<file path="src/rtl/countdown_pkg.sv">
// Shared types and limits for the hours/minutes/seconds countdown timer.
package countdown_pkg;

    typedef enum logic [1:0] {IDLE, RUN, PAUSE, DONE} state_t;

    localparam logic [6:0] SEC_MAX = 7'd59;
    localparam logic [6:0] MIN_MAX = 7'd59;

    function automatic logic [6:0] clamp_to(input logic [6:0] v, input logic [6:0] lim);
        return (v > lim) ? lim : v;
    endfunction

endpackage

</file>
<file path="src/rtl/mod60_down.sv">
// Loadable modulo-60 down counter; borrows (wraps 0 -> 59) when enabled at zero.
module mod60_down
    import countdown_pkg::*;
(
    input  logic       clk,
    input  logic       reset,
    input  logic       en,
    input  logic       load,
    input  logic [6:0] load_val,
    output logic [6:0] value,
    output logic       borrow
);

    logic [6:0] value_q, value_d;

    always_comb begin
        value_d = value_q;
        if (load)
            value_d = load_val;
        else if (en)
            value_d = (value_q == 7'd0) ? SEC_MAX : value_q - 7'd1;
    end

    always_ff @(posedge clk) begin
        if (reset)
            value_q <= 7'd0;
        else
            value_q <= value_d;
    end

    assign value  = value_q;
    assign borrow = en && (value_q == 7'd0);

endmodule

</file>
<file path="src/rtl/hms_countdown.sv">
// Hours/minutes/seconds countdown timer: load, start/pause/resume, done pulse
// and held alarm when the count reaches 00:00:00.
module hms_countdown
    import countdown_pkg::*;
#(
    parameter int MAX_HOURS = 23
) (
    input  logic       clk,
    input  logic       reset,
    input  logic       tick,
    input  logic       load,
    input  logic [4:0] load_h,
    input  logic [6:0] load_m,
    input  logic [6:0] load_s,
    input  logic       start,
    input  logic       pause,
    output logic [4:0] hours,
    output logic [6:0] minutes,
    output logic [6:0] seconds,
    output logic       running,
    output logic       done,
    output logic       alarm
);

    localparam logic [4:0] HOURS_LIM = 5'(MAX_HOURS);

    state_t     state_q, state_d;
    logic [4:0] hours_q, hours_d;
    logic       running_q, running_d;
    logic       done_q, done_d;
    logic       alarm_q, alarm_d;

    logic       dec;
    logic       sec_borrow, min_borrow;
    logic [6:0] sec_val, min_val;
    logic       nonzero, at_one;

    assign nonzero = (hours_q != 5'd0) || (min_val != 7'd0) || (sec_val != 7'd0);
    assign at_one  = (hours_q == 5'd0) && (min_val == 7'd0) && (sec_val == 7'd1);

    mod60_down u_sec (
        .clk      (clk),
        .reset    (reset),
        .en       (dec),
        .load     (load),
        .load_val (clamp_to(load_s, SEC_MAX)),
        .value    (sec_val),
        .borrow   (sec_borrow)
    );

    mod60_down u_min (
        .clk      (clk),
        .reset    (reset),
        .en       (sec_borrow),
        .load     (load),
        .load_val (clamp_to(load_m, MIN_MAX)),
        .value    (min_val),
        .borrow   (min_borrow)
    );

    always_comb begin
        state_d = state_q;
        dec     = 1'b0;
        done_d  = 1'b0;
        if (load) begin
            state_d = IDLE;
        end else begin
            unique case (state_q)
                IDLE:  if (start && nonzero) state_d = RUN;
                RUN: begin
                    // pause outranks tick; a tick alongside pause is dropped
                    if (pause) begin
                        state_d = PAUSE;
                    end else if (tick) begin
                        dec = 1'b1;
                        if (at_one) begin
                            state_d = DONE;
                            done_d  = 1'b1;
                        end
                    end
                end
                PAUSE: if (start) state_d = RUN;
                DONE:  if (start) state_d = IDLE;
                default: state_d = IDLE;
            endcase
        end
    end

    always_comb begin
        hours_d = hours_q;
        if (load)
            hours_d = (load_h > HOURS_LIM) ? HOURS_LIM : load_h;
        else if (min_borrow)
            hours_d = hours_q - 5'd1;
    end

    assign running_d = (state_d == RUN);
    assign alarm_d   = (state_d == DONE);

    always_ff @(posedge clk) begin
        if (reset) begin
            state_q   <= IDLE;
            hours_q   <= 5'd0;
            running_q <= 1'b0;
            done_q    <= 1'b0;
            alarm_q   <= 1'b0;
        end else begin
            state_q   <= state_d;
            hours_q   <= hours_d;
            running_q <= running_d;
            done_q    <= done_d;
            alarm_q   <= alarm_d;
        end
    end

    assign hours   = hours_q;
    assign minutes = min_val;
    assign seconds = sec_val;
    assign running = running_q;
    assign done    = done_q;
    assign alarm   = alarm_q;

endmodule
</file>
<file path="config.mk">
export PLATFORM = sky130hd
export DESIGN_NAME = hms_countdown
export DESIGN_NICKNAME = d
export VERILOG_FILES = /design/src/rtl/countdown_pkg.sv /design/src/rtl/mod60_down.sv /design/src/rtl/hms_countdown.sv
export SDC_FILE = /design/constraint.sdc
export NUM_CORES = 1
export LEC_CHECK = 0
export ABC_CLOCK_PERIOD_IN_PS = 2920
export CAP_MARGIN = 20
export CORE_MARGIN = 2
export CORE_UTILIZATION = 46
export DETAILED_ROUTE_END_ITERATION = 7
export GPL_ROUTABILITY_DRIVEN = 1
export GPL_TIMING_DRIVEN = 0
export PLACE_DENSITY = 0.87
export SETUP_SLACK_MARGIN = 0.4
export SYNTH_ARGS = -nofsm -noshare
export SYNTH_HDL_FRONTEND = slang
export SYNTH_SLANG_ARGS = --single-unit
</file>
<file path="constraint.sdc">
create_clock -name clk -period 2.92 [get_ports clk]
set_clock_uncertainty 0.1 [all_clocks]
set_input_delay 0.584 -clock clk [delete_from_list [all_inputs] [get_ports clk]]
set_output_delay 0.584 -clock clk [all_outputs]
set_load 0.02 [all_outputs]
</file>
==> implementation parameters <==
Parameter                              Value

CTS
  Count of H-tree levels built during CTS    1
  Buffer type at the clock tree root    clkbuf_4
  Clock slew at reported path FFs    0.14 ns
  Maximum buffer depth of the clock tree    2
  Worst skew pair latency    0.32 ns
  CTS tree    done
  Number of clock sinks    24
  CTS Buf Count    3

Power
  Proportion of total power due to net switching    32.34%
  Relative contribution of combinational cells to total power    31.6%
  Worst IR drop on VDD    0.0002024 V
  Power Density    385.4 mW/mm2
  Net switching power of the design    262.5 uW
  Proportion of power drawn by the clock network    22.6%
  Static leakage power    0.0008035 uW
  PnR Total Power    811.6 uW
  Cell internal pwr    549.1 uW
  Share of total power in sequential cells    45.8%

Setup path
  Req. time, crit path    3.05 ns
  Worst setup SP type    flop
  Critical Path Sink Type    flop
  Arrival time of data at the critical path endpoint    2.61 ns
  Setup Crit Path Kind    reg -> reg
  Max FO, Critical Path    7

Synth
  Mean instance size in the synthesized netlist    8.035 um2
  Synth Cell Area    0.001446 mm2
  Count of flip-flops with a built-in enable after synthesis    0
  Number of distinct standard cells referenced by the synthesized netlist    51
  Fraction of registers with async set/reset    0%
  Yosys warnings    0
  Synthesis-stage register bit count    24
  Primary flip-flop cell chosen by synthesis mapping    dfxtp_1
  Count of mapped cells out of synthesis    180
  Synthesized netlist net count    210
  Share of synthesized area occupied by flip-flops and latches    33.22%

Drt
  Antenna Nets Post-Route    0
  Routed via count divided by cell count    5.758
  Drt pass-1 iters    6
  Number of vias after detailed routing    1,618
  Final routed DRC violation total    0
  Total length of routed wires    4.016 mm
  Detailed-route wire length per cell    14.29 um
  Number of violations reported at the end of detailed-routing iteration 0    74

STA
  Worst Max-Slew Pin Slew    0.9179 ns
  Unrepaired setup endpoints after global routing    true
  Worst max-slew margin expressed relative to the limit    37.97%
  Number of setup violations in the final report    0
  Final Hold Viols    0
  Minimum clock period    2.477 ns
  Share of the clock period used by the worst path    84.81%
  Worst hold margin    0.3822 ns
  Final slew viol count    0
  Slack of the critical path    0.4435 ns
  Maximum clock frequency    0.4038 GHz

Finish
  Share of cells above drive strength 1    13.08%
  Area growth from synthesis to layout    45.59%
  Top library cells by usage in the layout, fill and taps aside    clkdlybuf4s50_1 (44), dfxtp_1 (20), inv_1 (16)
  Commonest non-fill, non-tap cell in the layout    clkdlybuf4s50_1
  Total of fill cells in the finished design    245
  Net total in the final layout    268
  Final design area excluding fillers    0.002106 mm2
  Util after Layout    69.55%
  Diodes inserted    0

GRT
  Vias in the first global route    1,468
  Wire length of the first global-routing pass    6.844 mm
  Largest net degree at the start of global routing    14
  Initial antenna violation count    0
  GRT Residual Overflow    0
  Global-route usage over all layers    24.64%

Floorplan
  Core region area    0.003028 mm2
  Initial standard-cell utilization of the core    47.77%
  Height of the die    60.08 um
  Die width    60.08 um
  Die ar.    0.003609 mm2
  Standard-cell rows    20
  Ports    47

Run
  Maximum Capacitance Violations    0

Place
  Pre-CTS setup slack    -0.1754 ns
  Port Buffer Count    46
  Total cell area at the placement stage    0.001974 mm2
  Placer's final routability congestion estimate    0.8461
  Detailed-placement wirelength estimate    2.804 mm

Status
  Run status    finished clean

Hold path
  HP Class    reg -> reg
## power groups by stage
stage,logic (uW),registers (uW),clock network (uW)
CTS,251,371,183
global route,282,376,197
finish,256,372,183
global placement,237,380,0
detailed placement,241,380,0
floorplan,116,399,0
## cells by family after synthesis
group | synth area share [%]
buf+inv | 7.353
xor+xnor | 0.6056
flops | 33.22
fa+ha+maj | 4.325
mux | 0.6921
simple gates | 27.85
compound gates | 25.95
## worst paths after layout
| path | startpoint | end | slack (ns) | cells after the start |
|---|---|---|---|---|
| min | u_min.value[6] | u_min.value[6] | 0.38 | 2 |
| max reg2reg | u_sec.value[2] | hours[4] | 0.44 | 6 |
| max | u_sec.value[2] | hours[4] | 0.44 | 6 |
| min reg2reg | u_min.value[6] | u_min.value[6] | 0.38 | 2 |
## stage by stage
stage          TNS (ns)  std cells
2_1_floorplan         0        180
3_5_place_dp    -0.2415        271
6_report              0        281
4_1_cts               0        281
3_3_place_gp     -1.417        270
5_1_grt               0        281
## synthesized netlist by cell type, drive strengths merged (2+ instances only)
| cell | number | share of area (%) |
|---|---|---|
| nand2b | 2 | 0.86 |
| a41o | 2 | 1.4 |
| o32ai | 4 | 2.4 |
| nand3b | 2 | 1.0 |
| o311a | 3 | 2.1 |
| nor4 | 5 | 2.6 |
| dfxtp | 24 | 33 |
| nand4 | 2 | 0.86 |
| nor2b | 2 | 0.86 |
| nand3 | 7 | 2.4 |
| buf | 3 | 0.95 |
| o2111ai | 2 | 1.2 |
| or4 | 5 | 2.8 |
| o221ai | 2 | 1.2 |
| or4b | 2 | 1.4 |
| a21oi | 13 | 4.5 |
| ha | 5 | 4.3 |
| inv | 16 | 4.2 |
| o21ai | 7 | 2.4 |
| nor3 | 7 | 2.4 |
| or3 | 5 | 2.2 |
| a211oi | 6 | 3.1 |
| clkbuf | 6 | 1.6 |
| or2 | 2 | 0.87 |
| nor2 | 14 | 3.6 |
| nand2 | 11 | 2.9 |
## registers in the layout, indices dropped and copies added (netlist names)
signal,flops
hours,5
u_sec.value,7
u_min.value,7
state_q,2
running,1
alarm,1
done,1
## metal layers
| metal | GRT usage (%) | up-vias | routed length (um) |
|---|---|---|---|
| met5 | 0 | - | 0 |
| met4 | 6.984 | 0 | 58 |
| met3 | 4.329 | 8 | 179 |
| met2 | 41.77 | 53 | 1990 |
| met1 | 31.91 | 754 | 1787 |
| li1 | - | 803 | - |
## worst max-delay path: stages (launching register included)
cell	delay [ns]
dfxtp_4	0.37
or4_1	0.50
buf_2	0.19
or4_4	0.43
buf_6	0.14
or3_1	0.38
a2111oi_2	0.29
## layout make-up
class,instances,area (um2),area share [%]
Buffer,10,67.56,3.209
Multi-Input combinational cell,130,884.6,42.01
Inverter,16,60.06,2.852
Timing Repair Buffer,53,514.2,24.42
Tap cell,44,55.05,2.614
Sequential cell,24,488.0,23.17
Clock buffer,4,36.28,1.723
## what timing repair did
item                                    in CTS  in global routing
endpoints found under the setup margin       6                  5
resized for setup                           18                  2
hold buffers                                 0                  0
pin swaps                                    1                  1
setup buffers                                6                  0
Note: power is estimated with default switching activity, not from simulation.
